--- config.mk ---
export PLATFORM = sky130hd
export DESIGN_NAME = trigger_word
export DESIGN_NICKNAME = d
export VERILOG_FILES = /design/src/rtl/trigger_word.sv
export SDC_FILE = /design/constraint.sdc
export NUM_CORES = 1
export LEC_CHECK = 0
export ABC_AREA = 1
export ABC_CLOCK_PERIOD_IN_PS = 2200
export CORE_UTILIZATION = 38
export CTS_CLUSTER_SIZE = 30
export DETAILED_ROUTE_END_ITERATION = 16
export DONT_BUFFER_PORTS = 1
export GPL_TIMING_DRIVEN = 0
export SLEW_MARGIN = 20
export SYNTH_ARGS = -nofsm -noshare
export SYNTH_HDL_FRONTEND = slang
export SYNTH_SLANG_ARGS = --single-unit
--- constraint.sdc ---
create_clock -name clk -period 2.2 [get_ports clk]
set_input_delay 0.44 -clock clk [delete_from_list [all_inputs] [get_ports clk]]
set_output_delay 0.44 -clock clk [all_outputs]
set_load 0.02 [all_outputs]
--- src/rtl/trigger_word.sv ---
// trigger_word: multi-bit debug trigger with per-bit modes, AND/OR combine,
// a consecutive-match threshold and a two-stage aligned data pass-through.
//
// Optional feature macro: TRIGGER_WORD_AUTO_REARM_EN
//   undefined: after a trigger the FSM parks in DONE until the next arm.
//   defined:   DONE becomes HOLDOFF; the FSM re-arms itself after
//              holdoff_cycles cycles (or at once on arm).
//
// Ports:
//   clk                  single clock
//   rst_n                synchronous reset, ACTIVE-HIGH despite the name
//   arm                  single-cycle arm/restart request
//   trigger_pattern      compare pattern for match/mismatch modes
//   trigger_mode         3 bits per data bit: 000 mask, 001 match,
//                        010 mismatch, 011 rising, 100 falling,
//                        101 both edges, 110/111 reserved (never hit)
//   combine_op           0 = AND of unmasked bits, 1 = OR of unmasked bits
//   match_cnt_thr        consecutive hits required (0 behaves as 1)
//   holdoff_cycles       re-arm delay (auto-rearm build only)
//   trigger_data(_vld)   input sample stream
//   trigger_hit          registered combined hit for the aligned sample
//   trigger_succeed      one-cycle trigger pulse
//   trigger_armed        high while the FSM is ARMED
//   trigger_data_out(_vld) input stream delayed by 2 cycles
module trigger_word #(
    parameter int WIDTH     = 8,
    parameter int CNT_W     = 8,
    parameter int HOLDOFF_W = 8
) (
    input  logic                 clk,
    input  logic                 rst_n,
    input  logic                 arm,
    input  logic [WIDTH-1:0]     trigger_pattern,
    input  logic [3*WIDTH-1:0]   trigger_mode,
    input  logic                 combine_op,
    input  logic [CNT_W-1:0]     match_cnt_thr,
    input  logic [HOLDOFF_W-1:0] holdoff_cycles,
    input  logic [WIDTH-1:0]     trigger_data,
    input  logic                 trigger_data_vld,
    output logic                 trigger_hit,
    output logic                 trigger_succeed,
    output logic                 trigger_armed,
    output logic [WIDTH-1:0]     trigger_data_out,
    output logic                 trigger_data_out_vld
);

`ifdef TRIGGER_WORD_AUTO_REARM_EN
    typedef enum logic [1:0] {S_IDLE, S_ARMED, S_HOLDOFF} state_t;
`else
    typedef enum logic [1:0] {S_IDLE, S_ARMED, S_DONE} state_t;
`endif

    state_t           r_state, w_state_nxt;
    logic [CNT_W-1:0] r_cnt, w_cnt_nxt;
    logic [WIDTH-1:0] r_d1, r_prev;
    logic             r_d1_vld;
    logic [WIDTH-1:0] w_bit_hit, w_bit_care;
    logic             w_comb, w_hit, w_fire, w_terminal;
    logic [CNT_W:0]   w_cnt_p1;
    logic [CNT_W-1:0] w_cnt_sat, w_thr_eff;

`ifdef TRIGGER_WORD_AUTO_REARM_EN
    logic [HOLDOFF_W-1:0] r_hold, w_hold_nxt;
`else
    logic w_unused_holdoff;
    assign w_unused_holdoff = ^holdoff_cycles;
`endif

    // Edges compare the sample in d1 with the last *valid* sample, so invalid
    // gaps neither create nor hide an edge.
    for (genvar i = 0; i < WIDTH; i++) begin : g_bit
        logic [2:0] w_mode;
        assign w_mode        = trigger_mode[3*i +: 3];
        assign w_bit_care[i] = |w_mode;
        assign w_bit_hit[i]  = (w_mode == 3'b001) ? (r_d1[i] == trigger_pattern[i]) :
                               (w_mode == 3'b010) ? (r_d1[i] != trigger_pattern[i]) :
                               (w_mode == 3'b011) ? (!r_prev[i] && r_d1[i])         :
                               (w_mode == 3'b100) ? (r_prev[i] && !r_d1[i])         :
                               (w_mode == 3'b101) ? (r_prev[i] != r_d1[i])          : 1'b0;
    end

    // A fully masked word always hits; reserved modes count as unmasked misses.
    assign w_comb = ~|w_bit_care | (combine_op ? |(w_bit_hit & w_bit_care)
                                               : &(w_bit_hit | ~w_bit_care));
    assign w_hit  = w_comb & r_d1_vld;

    // Compare count+1 one bit wider so the comparison itself never wraps.
    assign w_thr_eff  = (match_cnt_thr == '0) ? CNT_W'(1) : match_cnt_thr;
    assign w_cnt_p1   = {1'b0, r_cnt} + (CNT_W+1)'(1);
    assign w_terminal = w_cnt_p1 >= {1'b0, w_thr_eff};
    assign w_cnt_sat  = (&r_cnt) ? r_cnt : w_cnt_p1[CNT_W-1:0];

    // A terminal hit takes priority over a simultaneous arm.
    always_comb begin
        w_state_nxt = r_state;
        w_cnt_nxt   = r_cnt;
        w_fire      = 1'b0;
`ifdef TRIGGER_WORD_AUTO_REARM_EN
        w_hold_nxt  = r_hold;
`endif
        case (r_state)
            S_IDLE: begin
                if (arm) begin
                    w_state_nxt = S_ARMED;
                    w_cnt_nxt   = '0;
                end
            end
            S_ARMED: begin
                if (w_hit && w_terminal) begin
                    w_fire    = 1'b1;
                    w_cnt_nxt = '0;
`ifdef TRIGGER_WORD_AUTO_REARM_EN
                    w_state_nxt = S_HOLDOFF;
                    w_hold_nxt  = holdoff_cycles;
`else
                    w_state_nxt = S_DONE;
`endif
                end else if (arm) begin
                    w_cnt_nxt = '0;
                end else if (r_d1_vld) begin
                    w_cnt_nxt = w_hit ? w_cnt_sat : '0;
                end
            end
`ifdef TRIGGER_WORD_AUTO_REARM_EN
            S_HOLDOFF: begin
                if (arm || r_hold == '0) begin
                    w_state_nxt = S_ARMED;
                    w_cnt_nxt   = '0;
                end else begin
                    w_hold_nxt = r_hold - HOLDOFF_W'(1);
                end
            end
`else
            S_DONE: begin
                if (arm) begin
                    w_state_nxt = S_ARMED;
                    w_cnt_nxt   = '0;
                end
            end
`endif
            default: w_state_nxt = S_IDLE;
        endcase
    end

    always_ff @(posedge clk) begin
        if (rst_n) begin
            r_state              <= S_IDLE;
            r_cnt                <= '0;
            r_d1                 <= '0;
            r_d1_vld             <= 1'b0;
            r_prev               <= '0;
            trigger_hit          <= 1'b0;
            trigger_succeed      <= 1'b0;
            trigger_armed        <= 1'b0;
            trigger_data_out     <= '0;
            trigger_data_out_vld <= 1'b0;
        end else begin
            r_state              <= w_state_nxt;
            r_cnt                <= w_cnt_nxt;
            r_d1                 <= trigger_data;
            r_d1_vld             <= trigger_data_vld;
            r_prev               <= r_d1_vld ? r_d1 : r_prev;
            trigger_hit          <= w_hit;
            trigger_succeed      <= w_fire;
            trigger_armed        <= (w_state_nxt == S_ARMED);
            trigger_data_out     <= r_d1;
            trigger_data_out_vld <= r_d1_vld;
        end
    end

`ifdef TRIGGER_WORD_AUTO_REARM_EN
    always_ff @(posedge clk) begin
        if (rst_n) r_hold <= '0;
        else       r_hold <= w_hold_nxt;
    end
`endif

endmodule

## After elaboration in Yosys (flattened, before gate mapping)

Cells that the tools add are included.
W data, S select, Z words.

| word-level totals | value |
|---|---|
| word-level logic and storage cells | 193 |
| bits in registers | 39 |
| input port bits | 61 |
| output and inout port bits | 12 |

| cells by class | value |
|---|---|
| $add $sub $neg | 1 |
| equal/unequal tests | 70 |
| mux-type cells | 53 |
| $lt $le $gt $ge | 1 |
| bitwise operators | 6 |
| reductions and logical operators | 52 |

Operators by type and width:

| kind | count |
|---|---|
| $mux W8 | 7 |
| $eq A3 B2 Y1 const B | 16 |
| $eq A3 B3 Y1 const B | 16 |
| $mux W1 | 42 |
| $eq A3 B1 Y1 const B | 8 |
| $reduce_or A24 Y1 | 1 |
| $reduce_or A3 Y1 | 8 |
| $logic_and A1 B1 Y1 | 17 |
| $logic_not A1 Y1 | 17 |
| $ne A1 B1 Y1 | 16 |
| $pmux W8 S2 | 1 |
| $reduce_and A8 Y1 | 2 |
| $add A8 B1 Y9 const B | 1 |
| $ge A9 B8 Y1 | 1 |
| $and A8 B8 Y8 | 1 |
| $eq A1 B1 Y1 | 8 |
| $logic_not A8 Y1 | 1 |
| $not A8 Y8 | 1 |
| $or A8 B8 Y8 | 1 |
| $reduce_or A8 Y1 | 1 |
| $ne A5 B5 Y1 const B | 1 |
| $eq A2 B1 Y1 const B | 2 |
| $mux W2 | 2 |
| $ne A4 B4 Y1 const B | 1 |
| other kinds (10) | 11 |

## Longest topological paths before layout

| depth | value |
|---|---|
| depth in word-level cells | 16 |
| mapped depth | 17 |
| mapped depth without buffers | 17 |

## Worst setup path after synthesis

Ideal clock, no wire load.

| path | value |
|---|---|
| path kind | flip-flop to flip-flop |
| start point | reg r_cnt[0] |
| end point | reg r_cnt[6] |
| period minus slack after synthesis | 2,120 ps |
| setup slack | 80 ps |
| required time | 2,129 ps |
| data arrival time | 2,050 ps |
| cell stages (with the launch flop) | 14 |
| path through | dfxtp_1 ha_1 nand3_1 nand3b_1 xor2_1 inv_1 ha_1 a21oi_1 a21boi_0 nor2_1 inv_1 nor2_4 nand3_1 a21oi_1 |

| between the ends | value |
|---|---|
| cells in the longest elaborated chain, start to end | 7 |
| elaborated cells on any way between the ends | 13 |
| classes of those cells | 1 x add/sub; 1 x order compare; 2 x eq/ne; 6 x mux; 3 x reduce/logical |

RTL lines:

| element | line | source |
|---|---|---|
| start, declared | 54 | `logic [CNT_W-1:0] r_cnt, w_cnt_nxt;` |
| start signal, assigned | 159 | `r_cnt <= w_cnt_nxt;` |
| parallel branches: the longest is 7 deep, another holds $add A8 B1 Y9 | -- |  |

Several ways; the timed one is not identified. The select of a mux whose other input is x is not followed.
A chain may end at the register's enable or synchronous reset.

## Worst setup path in the final report

| path | value |
|---|---|
| start point | reg r_cnt[1] |
| end point | reg r_cnt[1] |

Same word-level chain as after synthesis.

==> results.ini <==
[routing]
first_pass_iters = 4
wirelength_um = 6540
routed-via-count = 2658
wl_per_cell_um = 11.8
drc_errors = 0
vias_per_cell = 4.81
drtIter0Drc = 109
ant_nets = 0

[setup_path]
path_class = reg2reg
path_cells = ha_4 -> nand3_4 -> nand3b_1 -> xor2_1 -> inv_2 -> ha_4 -> a21oi_2 -> a21boi_2 -> nor2_2 -> inv_2 -> nor2_4 -> nand3_2 -> a21oi_2
cp.required_ns = 2.43
cp.arrival_ns = 2.52
end_kind = flop
cp-start-kind = flop
critPathTopFamily = simple AND/OR/NAND/NOR gates
worst-path-max-fanout = 8
slowest_delay_ns = 0.37
critPathBufInv = 2
cp_slowest_cell = dfxtp_4

[timing]
worst_pin_slew_ns = 0.675
skew_ns = 0.00987
post-route-period-util_pct = 104
final_max_slew_viol_count = 0
setup_viol = 9
hold_viol_final = 0
max_freq_ghz = 0.437
setup_slack_ns = -0.0907
slew_headroom_pct = 55.0
fin_crit_ns = 2.29
rsz0062_at_grt = yes

[floorplan]
core_area_mm2 = 0.00687
die_h_um = 86.8
fp.dieArea_mm2 = 0.00753
die_x_um = 86.8
start_util_pct = 39.8
rows = 30
top_level_ports = 73

[pwr]
clkPwrFrac_pct = 31.8
p_leak_nw = 1.67
p_per_area_mw_per_mm2 = 517
switchingPower_mw = 0.503
vdd.ir_drop.worst_mv = 0.295
pwr-share-comb_pct = 20.0
total_power_mw = 1.64
swShare_pct = 30.8
seqPwrFrac_pct = 48.1
p_int_mw = 1.13

[place]
io_buffers = 0
post_dp_cell_area_mm2 = 0.00285
hpwl_um = 4940
place_congestion = 0.851
place_ws_ns = -0.262

[status]
violations = negative setup slack
status = complete, but fails checks

[clocking]
cts_tree = done
clock_sinks = 39
numCtsBuffers = 5
clock_latency_ns = 0.29
clkTransAtPathRegs_ns = 0.08
htree_levels = 2
cts-root-buf = clkbuf_8
holdBufCountCts = 0
cts_buffer_depth = 2

[synthesis]
ys_seq_area_share_pct = 28.6
synth_seq_cells = 39
synthCells = 440
syn_area_mm2 = 0.00273
syn_avg_cell_area_um2 = 6.21
yosysWarnings = 0
synth.distinct_cells = 24
synth.net_count = 526

[grt]
overflow = 0
grt_pass1_wl_um = 10800
grt.total_usage_pct = 18.2
antenna_found_initial = 0
grt_max_degree = 13
grt_pass1_vias = 2480

[hold_path]
hold_class = in2reg

[finish]
drive_gt1_share_pct = 10.9
final_common_cell = nand2_1
n_antenna_cell = 0
fillers = 740
area_growth_pct = 15.8
layout_common_cells = 107 x nand2_1, 87 x inv_1, 61 x nor2_1, 34 x dfxtp_1, 22 x nand3_1
nNetsFinal = 542
final_area_mm2 = 0.00316
postLayoutCoreUtil_pct = 46.0

[flow_run]
maxCapViolCount = 0

[cells by family after synthesis]
group	count (synthesis)	share of synthesized area, %
flops	39	28.6
compound gates	42	8.15
fa+ha+maj	25	11.4
xor+xnor	7	2.24
simple gates	230	36.2
buf+inv	97	13.4
[stage by stage]
stage | hold WS (ns) | instances | TNS (ns)
2_1_floorplan | 0.461 | 440 | 0
3_3_place_gp | 0.474 | 536 | -2.09
3_5_place_dp | 0.482 | 536 | -2.09
4_1_cts | 0.236 | 551 | -0.453
5_1_grt | 0.235 | 553 | -1.68
6_report | 0.240 | 553 | -0.375
[timing repair]
action / CTS / global route
buffers inserted: 7 / 2
pin swaps: 4 / 11
endpoints found under the setup margin: 12 / 12
resized for setup: 11 / 22
[power by group through the flow]
stage          clock network (mW)  logic (mW)  registers, mW
6_report                    0.521       0.327          0.787
5_1_grt                     0.571       0.382          0.793
4_1_cts                     0.538       0.312          0.786
2_1_floorplan                   0       0.234          0.793
3_5_place_dp                    0       0.293          0.800
3_3_place_gp                    0       0.286          0.799
[synth_stat cells (all sizes together)]
library cell	number	share of area, %
nand4	14	3.2
nor3	6	1.1
a21boi	1	0.27
dfxtp	39	29
ha	25	11
buf	1	0.18
xnor2	2	0.64
o211ai	1	0.27
o21bai	1	0.27
nand3	28	5.5
a21oi	24	4.4
nor4	2	0.46
a41o	1	0.37
inv	90	12
nor2	67	9.8
clkbuf	6	0.82
nand3b	5	1.4
xor2	5	1.6
o21ai	14	2.6
nand2	108	15
[layer usage]
layer	vias up	routed length, um	GRT usage, %
met1	1197	2750	21.7
met5	-	0	0
met3	6	372	3.33
met2	62	3330	32.8
met4	0	93	5.61
li1	1393	-	-
[final timing paths]
check                                      from    endpoint  slack, ns  depth (start not counted)
worst max-delay path                   r_cnt[1]    r_cnt[1]      -0.09                         13
worst min-delay path            trigger_data[3]     r_d1[3]       0.24                          2
worst max register to register         r_cnt[1]    r_cnt[1]      -0.09                         13
worst min register to register       r_state[1]  r_state[1]       0.52                          2
[state kept, by name (all words and copies together), names as in the netlist]
register / flops
r_d1: 8
trigger_armed: 1
trigger_succeed: 1
trigger_hit: 1
r_d1_vld: 1
r_prev: 8
r_state: 2
trigger_data_out_vld: 1
trigger_data_out: 8
r_cnt: 8
[cell type report]
class | count | area [um^2] | share of cell area, %
multi-input cells | 304 | 1720 | 54.4
flip-flops and latches | 39 | 795 | 25.1
inverters | 90 | 338 | 10.7
well taps | 96 | 120 | 3.80
clock buffers | 7 | 86.3 | 2.73
repair buffers | 9 | 67.6 | 2.14
plain buffers | 7 | 27.5 | 0.870
clock inverters | 1 | 8.76 | 0.277
(Power assumes the default switching activity.)
